<file path="config.mk">
export PLATFORM = sky130hd
export DESIGN_NAME = tl2chi_txreq_sched
export DESIGN_NICKNAME = d
export VERILOG_FILES = /design/src/rtl/tl2chi_pkg.sv /design/src/rtl/rr_arbiter.sv /design/src/rtl/tl2chi_txreq_sched.sv
export SDC_FILE = /design/constraint.sdc
export NUM_CORES = 1
export LEC_CHECK = 0
export BUFFER_PORTS_ARGS = -buffer_cell sky130_fd_sc_hd__buf_2
export CORE_AREA = 2 2 199 201
export CTS_CLUSTER_SIZE = 10
export DETAILED_ROUTE_END_ITERATION = 8
export DIE_AREA = 0 0 201 203
export PLACE_DENSITY = 0.46
export SKIP_LAST_GASP = 1
export SYNTH_ARGS = -nofsm -noshare
export SYNTH_HDL_FRONTEND = slang
export SYNTH_SLANG_ARGS = --single-unit
export TNS_END_PERCENT = 10
</file>
<file path="constraint.sdc">
create_clock -name clk -period 4.8 [get_ports clk]
set_clock_uncertainty 0.2 [all_clocks]
set_input_delay 0.96 -clock clk [delete_from_list [all_inputs] [get_ports clk]]
set_output_delay 0.96 -clock clk [all_outputs]
set_load 0.03 [all_outputs]
</file>
<file path="src/rtl/tl2chi_pkg.sv">
// rtl/tl2chi_pkg.sv - shared TileLink-to-CHI link states and CHI field constants
package tl2chi_pkg;

  typedef enum logic [1:0] {STOP, ACTIVATE, RUN, DEACTIVATE} link_state_e;

  localparam int TXNID_W = 8;
  localparam logic [6:0] REQ_LCRDRETURN_OPCODE = 7'h00;

endpackage

</file>
<file path="src/rtl/rr_arbiter.sv">
// rtl/rr_arbiter.sv - round-robin pick of the first requester at or above ptr_i, wrapping
module rr_arbiter #(
  parameter int NUM_ENTRIES = 4,
  localparam int IDX_W = $clog2(NUM_ENTRIES)
) (
  input  logic [NUM_ENTRIES-1:0] req_i,
  input  logic [IDX_W-1:0]       ptr_i,
  input  logic                   en_i,
  output logic [NUM_ENTRIES-1:0] gnt_o,
  output logic [IDX_W-1:0]       idx_o
);

  always_comb begin : sel
    logic             found;
    logic [IDX_W-1:0] cand;
    gnt_o = '0;
    idx_o = '0;
    found = 1'b0;
    cand  = '0;
    for (int off = 0; off < NUM_ENTRIES; off++) begin
      cand = IDX_W'((int'(ptr_i) + off) % NUM_ENTRIES);
      if (en_i && !found && req_i[cand]) begin
        found       = 1'b1;
        gnt_o[cand] = 1'b1;
        idx_o       = cand;
      end
    end
  end

endmodule

</file>
<file path="src/rtl/tl2chi_txreq_sched.sv">
// rtl/tl2chi_txreq_sched.sv - shares CHI TXREQ among transaction entries
// Owns the TX link FSM, the L-credit counter and the registered outgoing flit.
module tl2chi_txreq_sched
  import tl2chi_pkg::*;
#(
  parameter int NUM_ENTRIES = 4,
  parameter int FLIT_W      = 100,
  parameter int TXNID_LSB   = 4,
  parameter int MAX_CRD     = 15,
  localparam int CRD_W      = $clog2(MAX_CRD + 1),
  localparam int IDX_W      = $clog2(NUM_ENTRIES)
) (
  input  logic                          clk,
  input  logic                          reset,
  input  logic                          link_en,
  input  logic [NUM_ENTRIES-1:0]        entry_txreq_valid,
  input  logic [NUM_ENTRIES*FLIT_W-1:0] entry_txreq_flit,
  output logic [NUM_ENTRIES-1:0]        entry_txreq_ready,
  output logic                          txreq_flitpend,
  output logic                          txreq_flitv,
  output logic [FLIT_W-1:0]             txreq_flit,
  input  logic                          txreq_lcrdv,
  output logic                          txlinkactivereq,
  input  logic                          txlinkactiveack,
  output logic                          link_run,
  output logic                          crd_overflow
);

  // Opcode and TxnID of a credit-return flit are both zero, so the whole flit is zero.
  localparam logic [FLIT_W-1:0] RET_FLIT = FLIT_W'(REQ_LCRDRETURN_OPCODE);

  link_state_e            state_q;
  logic [CRD_W-1:0]       crd_q, crd_d;
  logic                   ovf_q, ovf_d;
  logic [IDX_W-1:0]       rr_ptr_q, rr_ptr_d;
  logic                   flitv_q;
  logic [FLIT_W-1:0]      flit_q, win_flit;
  logic [NUM_ENTRIES-1:0] gnt;
  logic [IDX_W-1:0]       win_idx;
  logic                   crd_nz, grant_en, accept, crd_ret, send, lcrd_in;

  assign crd_nz   = (crd_q != '0);
  assign grant_en = (state_q == RUN) && crd_nz;
  assign crd_ret  = (state_q == DEACTIVATE) && crd_nz;
  assign accept   = |gnt;
  assign send     = accept | crd_ret;
  assign lcrd_in  = txreq_lcrdv && (state_q != STOP);

  rr_arbiter #(.NUM_ENTRIES(NUM_ENTRIES)) u_arb (
    .req_i (entry_txreq_valid),
    .ptr_i (rr_ptr_q),
    .en_i  (grant_en),
    .gnt_o (gnt),
    .idx_o (win_idx)
  );

  always_ff @(posedge clk or posedge reset) begin
    if (reset) begin
      state_q <= STOP;
    end else begin
      unique case (state_q)
        STOP:       if (link_en && !txlinkactiveack) state_q <= ACTIVATE;
        ACTIVATE:   if (txlinkactiveack) state_q <= link_en ? RUN : DEACTIVATE;
        RUN:        if (!link_en) state_q <= DEACTIVATE;
        DEACTIVATE: if (!txlinkactiveack && !crd_nz) state_q <= STOP;
        default:    state_q <= STOP;
      endcase
    end
  end

  // A credit arriving alongside a send nets to zero, so it can never overflow.
  always_comb begin
    crd_d = crd_q;
    ovf_d = ovf_q;
    if (send && !lcrd_in) begin
      crd_d = crd_q - CRD_W'(1);
    end else if (lcrd_in && !send) begin
      if (crd_q == CRD_W'(MAX_CRD)) ovf_d = 1'b1;
      else                          crd_d = crd_q + CRD_W'(1);
    end
  end

  always_comb begin
    win_flit = '0;
    for (int i = 0; i < NUM_ENTRIES; i++) begin
      if (win_idx == IDX_W'(i)) win_flit = entry_txreq_flit[i*FLIT_W +: FLIT_W];
    end
    win_flit[TXNID_LSB +: TXNID_W] = TXNID_W'(win_idx);
  end

  always_comb begin
    rr_ptr_d = rr_ptr_q;
    if (accept) rr_ptr_d = (win_idx == IDX_W'(NUM_ENTRIES - 1)) ? '0 : win_idx + IDX_W'(1);
  end

  always_ff @(posedge clk or posedge reset) begin
    if (reset) begin
      crd_q    <= '0;
      ovf_q    <= 1'b0;
      rr_ptr_q <= '0;
      flitv_q  <= 1'b0;
      flit_q   <= '0;
    end else begin
      crd_q    <= crd_d;
      ovf_q    <= ovf_d;
      rr_ptr_q <= rr_ptr_d;
      flitv_q  <= send;
      if (accept)       flit_q <= win_flit;
      else if (crd_ret) flit_q <= RET_FLIT;
    end
  end

  assign entry_txreq_ready = gnt;
  assign txreq_flitv       = flitv_q;
  assign txreq_flit        = flit_q;
  assign txreq_flitpend    = ((state_q == RUN) && |entry_txreq_valid) || crd_ret;
  assign txlinkactivereq   = (state_q == ACTIVATE) || (state_q == RUN);
  assign link_run          = (state_q == RUN);
  assign crd_overflow      = ovf_q;

endmodule

</file>
==> results of run 1 <==
## metal layers
metal	global-route usage [%]	share of wire [%]	wire length, µm	vias up
li1	-	-	-	4095
met5	0	0.042	13	-
met1	18.21	43	13280	3933
met3	2.986	5.4	1680	30
met2	25.78	50	15500	302
met4	4.974	2.0	616	2
## through the flow
step	hold WS [ns]	power, W	cell area (µm²)
floorplan	0.2550	0.005466	7604
global placement	0.2427	0.007152	10660
detailed placement	0.2463	0.007220	10660
CTS	0.2641	0.008018	10950
global route	0.2960	0.008568	10950
finish	0.2547	0.007861	10950
## layout make-up
cell class | instances | area (µm²)
flip-flops and latches | 104 | 2603
inverters | 13 | 51.30
repair buffers | 509 | 2748
clock buffers | 10 | 229.0
fillers | 4311 | 27520
well taps | 518 | 648.1
clock inverters | 5 | 58.81
multi-input cells | 681 | 4612
## cell families after synthesis
kind of cell               synth area share, %
and+or+nand+nor                          20.75
AOI/OAI and AO/OA                        20.74
muxes                                    14.58
buffers and inverters                    5.972
DFF                                      34.31
adders and majority gates                3.134
xor gates and xnor gates                0.4618
other                                  0.04944
## registers in the layout, indices dropped and copies added (netlist names)
signal,cells
rr_ptr_q,2
state_q,2
txreq_flitv,1
txreq_flit,94
crd_overflow,1
crd_q,4
## synthesized netlist by cell type
cell / count / share of area (%)
mux2_1: 2 / 0.30
nor2b_1: 97 / 8.0
o31ai_1: 3 / 0.30
and2_1: 1 / 0.083
o41ai_1: 1 / 0.12
buf_2: 11 / 0.73
buf_6: 3 / 0.45
o31a_1: 1 / 0.12
inv_1: 13 / 0.64
or4_1: 1 / 0.099
a21o_1: 4 / 0.40
o21ai_1: 1 / 0.066
nand3b_1: 2 / 0.20
mux4_2: 2 / 0.59
o21a_1: 2 / 0.20
nand2b_1: 3 / 0.25
nand2_1: 103 / 5.1
a221o_1: 3 / 0.40
nor3b_1: 1 / 0.099
mux2i_1: 97 / 13
a221oi_1: 91 / 11
a21oi_1: 99 / 6.5
buf_1: 1 / 0.049
dfrtp_1: 104 / 34
a22o_1: 1 / 0.12
conb_1: 1 / 0.049
nor2_1: 10 / 0.49
o22ai_1: 2 / 0.16
ha_1: 19 / 3.1
clkbuf_1: 71 / 3.5
o221a_2: 1 / 0.15
o21ai_0: 12 / 0.79
nand3_1: 2 / 0.13
a22oi_1: 9 / 0.89
nor3_1: 93 / 6.1
or3_1: 2 / 0.16
buf_4: 6 / 0.59
mux2_2: 6 / 0.89
xor2_1: 4 / 0.46
## worst max-delay path, stage by stage, from the launching register on
cell and delay (ns):
dfrtp_1 0.50, inv_1 0.18, ha_1 0.47, mux4_2 0.68, nor2_1 0.13, o21ai_0 0.08, a21o_1 0.27, inv_1 0.19
ha_4 0.33, nor2b_4 0.09, buf_12 0.17, a221oi_1 0.46, buf_4 0.19, nor3_1 0.04, a21oi_1 0.13, mux2i_1 0.09
## path summary, 6_finish.rpt
| path | from | to | slack [ns] | cells after the start |
|---|---|---|---|---|
| min in group asynchronous | reset | txreq_flit[66]$_DFFE_PP0P_ | 0.48 | 2 |
| max in group asynchronous | reset | txreq_flit[88]$_DFFE_PP0P_ | 3.13 | 3 |
| worst min register to register | crd_overflow$_DFFE_PP0P_ | crd_overflow$_DFFE_PP0P_ | 0.25 | 1 |
| worst min-delay path | crd_overflow$_DFFE_PP0P_ | crd_overflow$_DFFE_PP0P_ | 0.25 | 1 |
| worst max-delay path | rr_ptr_q[1]$_DFFE_PP0P_ | txreq_flit[20]$_DFFE_PP0P_ | 0.39 | 15 |
| worst max register to register | rr_ptr_q[1]$_DFFE_PP0P_ | txreq_flit[20]$_DFFE_PP0P_ | 0.39 | 15 |
## power by group
part / switching [W] / internal, W
Sequential: 0.000194 / 0.00125
Clock: 0.000363 / 0.000403
Combinational: 0.00342 / 0.00223
==> results.json, run 1 <==
{
  "status": "finished, final reports clean",
  "worstSetupEndpointType": "flop",
  "start_util_pct": 19.72,
  "setup-tns-final_ns": 0,
  "root_buffer": "clkbuf_16",
  "clock_path_buffers": 2,
  "hold_violations": 0,
  "cts_resized": 0,
  "final_cell_mix": "buf_2, dfrtp_1, nand2_1",
  "crit_fanout": 48,
  "ys_seq_elements": 104,
  "firstDrtPassIters": 5,
  "required_ns": 4.83,
  "die_h_um": 203,
  "grt.total_usage_pct": 14.81,
  "grt_pass1_vias": 8425,
  "relSlewSlack_pct": 48.78,
  "grt_start_max_net_pins": 97,
  "drive_gt1_share_pct": 40.77,
  "final_max_slew_viol_count": 0,
  "synth_cells": 885,
  "leakage_nw": 5.320,
  "clk_latency_ns": 0.37,
  "synth.distinct_cells": 39,
  "dieWidth_um": 201,
  "cts_max_level": 3,
  "clk_pin_slew_ns": 0.08,
  "worstMarginPinSlew_ns": 0.7683,
  "hp-class": "reg2reg",
  "syn_avg_cell_area_um2": 8.570,
  "synth_warnings": 0,
  "vias": 8362,
  "vdd_ir_drop_max_mv": 0.6081,
  "cts_buffers": 9,
  "fmax_ghz": 0.2270,
  "die-area_um2": 40800,
  "instances_no_fill": 1840,
  "seq_area_frac_synth_pct": 34.31,
  "area_growth_pct": 44.36,
  "num_io_pins": 518,
  "min_period_ns": 4.405,
  "drt_wl_total_mm": 31.08,
  "port_buffers": 479,
  "fp-row-count": 72,
  "num-nets-final": 1746,
  "dp_hpwl_mm": 23.92,
  "cts_hold_buffers": 0,
  "startpoint_type": "flop",
  "dp_cells": 1825,
  "netlist_area_um2": 7585,
  "utilization_pct": 28.46,
  "ant_nets": 0,
  "wl_per_cell_um": 16.89,
  "final_common_cell": "buf_2",
  "place_ws_ns": 0.2735,
  "numClockSinks": 104,
  "num_antenna_cells": 0,
  "rsz0062_at_grt": "no",
  "layout_setup_ws_ns": 0.3948,
  "worstPathArrival_ns": 4.43,
  "viasPerCell": 4.545,
  "grt_pass1_wl_mm": 47.28,
  "period_share_pct": 91.77,
  "drc": 0,
  "gp_congestion": 0.8774,
  "crit_type": "reg2reg",
  "grt-ovfl-total": 0,
  "core_area_um2": 38470,
  "antenna_found_initial": 1,
  "cts_tree": "yes",
  "finalSetupViolations": 0,
  "postCtsSetupRepairBufs": 0,
  "drt_iter0_markers": 413,
  "max_cap_viol_count": 0,
  "power_density_nw_per_um2": 717.9
}
Note: power is estimated with default switching activity, not from simulation.
==> run 2: changes to the inputs <==
--- a/constraint.sdc
+++ b/constraint.sdc
@@ -4,2 +4,2 @@
 set_output_delay 0.96 -clock clk [all_outputs]
-set_load 0.03 [all_outputs]
+set_load 0.1 [all_outputs]
==> results.json, run 2 (synthesis results as in run 1) <==
{
  "rsz0062_at_grt": "no",
  "min_from": "crd_overflow$_DFFE_PP0P_",
  "r2r_cells": 15,
  "firstDrtPassIters": 5,
  "clk_latency_ns": 0.36,
  "r2r_end": "txreq_flit[20]$_DFFE_PP0P_",
  "port_buffers": 479,
  "num-nets-final": 1745,
  "postCtsSetupRepairBufs": 0,
  "drc": 0,
  "status": "finished, final reports clean",
  "cts_max_level": 3,
  "period_share_pct": 93.10,
  "finalSetupViolations": 0,
  "setup-tns-final_ns": 0,
  "startpoint_type": "flop",
  "drt_wl_total_mm": 31.02,
  "die_h_um": 203,
  "antenna_found_initial": 2,
  "grt_pass1_vias": 8305,
  "num_io_pins": 518,
  "grt.total_usage_pct": 14.59,
  "start_util_pct": 19.72,
  "dieWidth_um": 201,
  "utilization_pct": 28.47,
  "hp-class": "reg2reg",
  "rrSetupSlack_ns": 0.33,
  "required_ns": 4.81,
  "final_max_slew_viol_count": 0,
  "fmax_ghz": 0.2238,
  "final_common_cell": "buf_2",
  "r2r-start": "rr_ptr_q[1]$_DFFE_PP0P_",
  "crit_fanout": 48,
  "cts_hold_buffers": 0,
  "crit_type": "reg2reg",
  "placed_area_um2": 10650,
  "hold_end": "crd_overflow$_DFFE_PP0P_",
  "grt_pass1_wl_mm": 46.94,
  "stdcell_area_um2": 10950,
  "final_cell_mix": "buf_2, dfrtp_1, nand2_1",
  "clock_path_buffers": 2,
  "largest_reg_flops": 94,
  "whs_path_depth": 1,
  "grt_start_max_net_pins": 97,
  "worstPathArrival_ns": 4.48,
  "root_buffer": "clkbuf_16",
  "relSlewSlack_pct": 38.16,
  "whs_ns": 0.2680,
  "viasPerCell": 4.603,
  "hold_violations": 0,
  "worstMarginPinSlew_ns": 0.9276,
  "die-area_um2": 40800,
  "leakage_nw": 5.322,
  "power_w": 0.009656,
  "clk_pin_slew_ns": 0.08,
  "vias": 8464,
  "drive_gt1_share_pct": 40.76,
  "core_area_um2": 38470,
  "gp_congestion": 0.8780,
  "numClockSinks": 104,
  "max_cap_viol_count": 0,
  "cts_resized": 0,
  "grt-ovfl-total": 0,
  "worstSetupEndpointType": "flop",
  "vdd_ir_drop_max_mv": 0.6276,
  "cts_buffers": 9,
  "dp_hpwl_mm": 23.86,
  "fp-row-count": 72,
  "wl_per_cell_um": 16.87,
  "power_density_nw_per_um2": 881.7,
  "ant_nets": 0,
  "drt_iter0_markers": 408,
  "min_period_ns": 4.469,
  "cts_tree": "yes",
  "area_growth_pct": 44.37
}
run 2: how the worst max path moves through the flow:
stage               slack, ns  depth (start not counted)                     from                          to
CTS                      0.32                         15  rr_ptr_q[1]$_DFFE_PP0P_  txreq_flit[20]$_DFFE_PP0P_
finish                   0.33                         15  rr_ptr_q[1]$_DFFE_PP0P_  txreq_flit[20]$_DFFE_PP0P_
global route             0.08                         15  rr_ptr_q[1]$_DFFE_PP0P_  txreq_flit[20]$_DFFE_PP0P_
floorplan                0.05                          7     entry_txreq_valid[2]        entry_txreq_ready[2]
detailed placement       0.24                         14     entry_txreq_valid[2]  txreq_flit[20]$_DFFE_PP0P_
global placement         0.33                         14     entry_txreq_valid[2]        crd_q[2]$_DFFE_PP0P_
run 2: area by class of cell:
cell class,count,area [µm²]
fillers,4225,27520
multi-input cells,681,4612
repair buffers,508,2740
flip-flops and latches,104,2603
well taps,518,648.1
clock buffers,10,239.0
clock inverters,4,55.05
inverters,13,51.30
diodes,1,2.502
run 2: per-stage QoR:
stage | setup WS [ns] | instances
after global placement | 0.3284 | 1824
after floorplan | 0.05289 | 890
after detailed placement | 0.2384 | 1824
final | 0.3312 | 1839
after global routing | 0.08111 | 1839
after CTS | 0.3227 | 1838
run 2: metal layers:
metal  vias to the layer above  share of wire, %  global-route usage (%)
met4                         2               1.2                   3.175
met2                       323                51                   25.53
met5                         -             0.042                       0
met1                      4017                42                   18.32
met3                        19               6.4                   3.194
li1                       4103                 -                       -
run 2: critical path: stages, from the launching register on:
cell,delay (ns)
dfrtp_1,0.52
inv_1,0.19
ha_1,0.47
mux4_2,0.67
nor2_1,0.13
o21ai_0,0.08
a21o_1,0.26
inv_1,0.19
ha_4,0.33
nor2b_4,0.09
buf_12,0.17
a221oi_1,0.49
buf_4,0.20
nor3_1,0.04
a21oi_1,0.13
mux2i_1,0.09
run 2: power breakdown:
part           total (W)  internal, W  leakage (nW)  switching [W]
Sequential       0.00145      0.00125          1.34       0.000194
Clock           0.000778     0.000417         0.141       0.000361
Combinational    0.00743      0.00223          3.84        0.00520
Total            0.00966      0.00390          5.32        0.00576
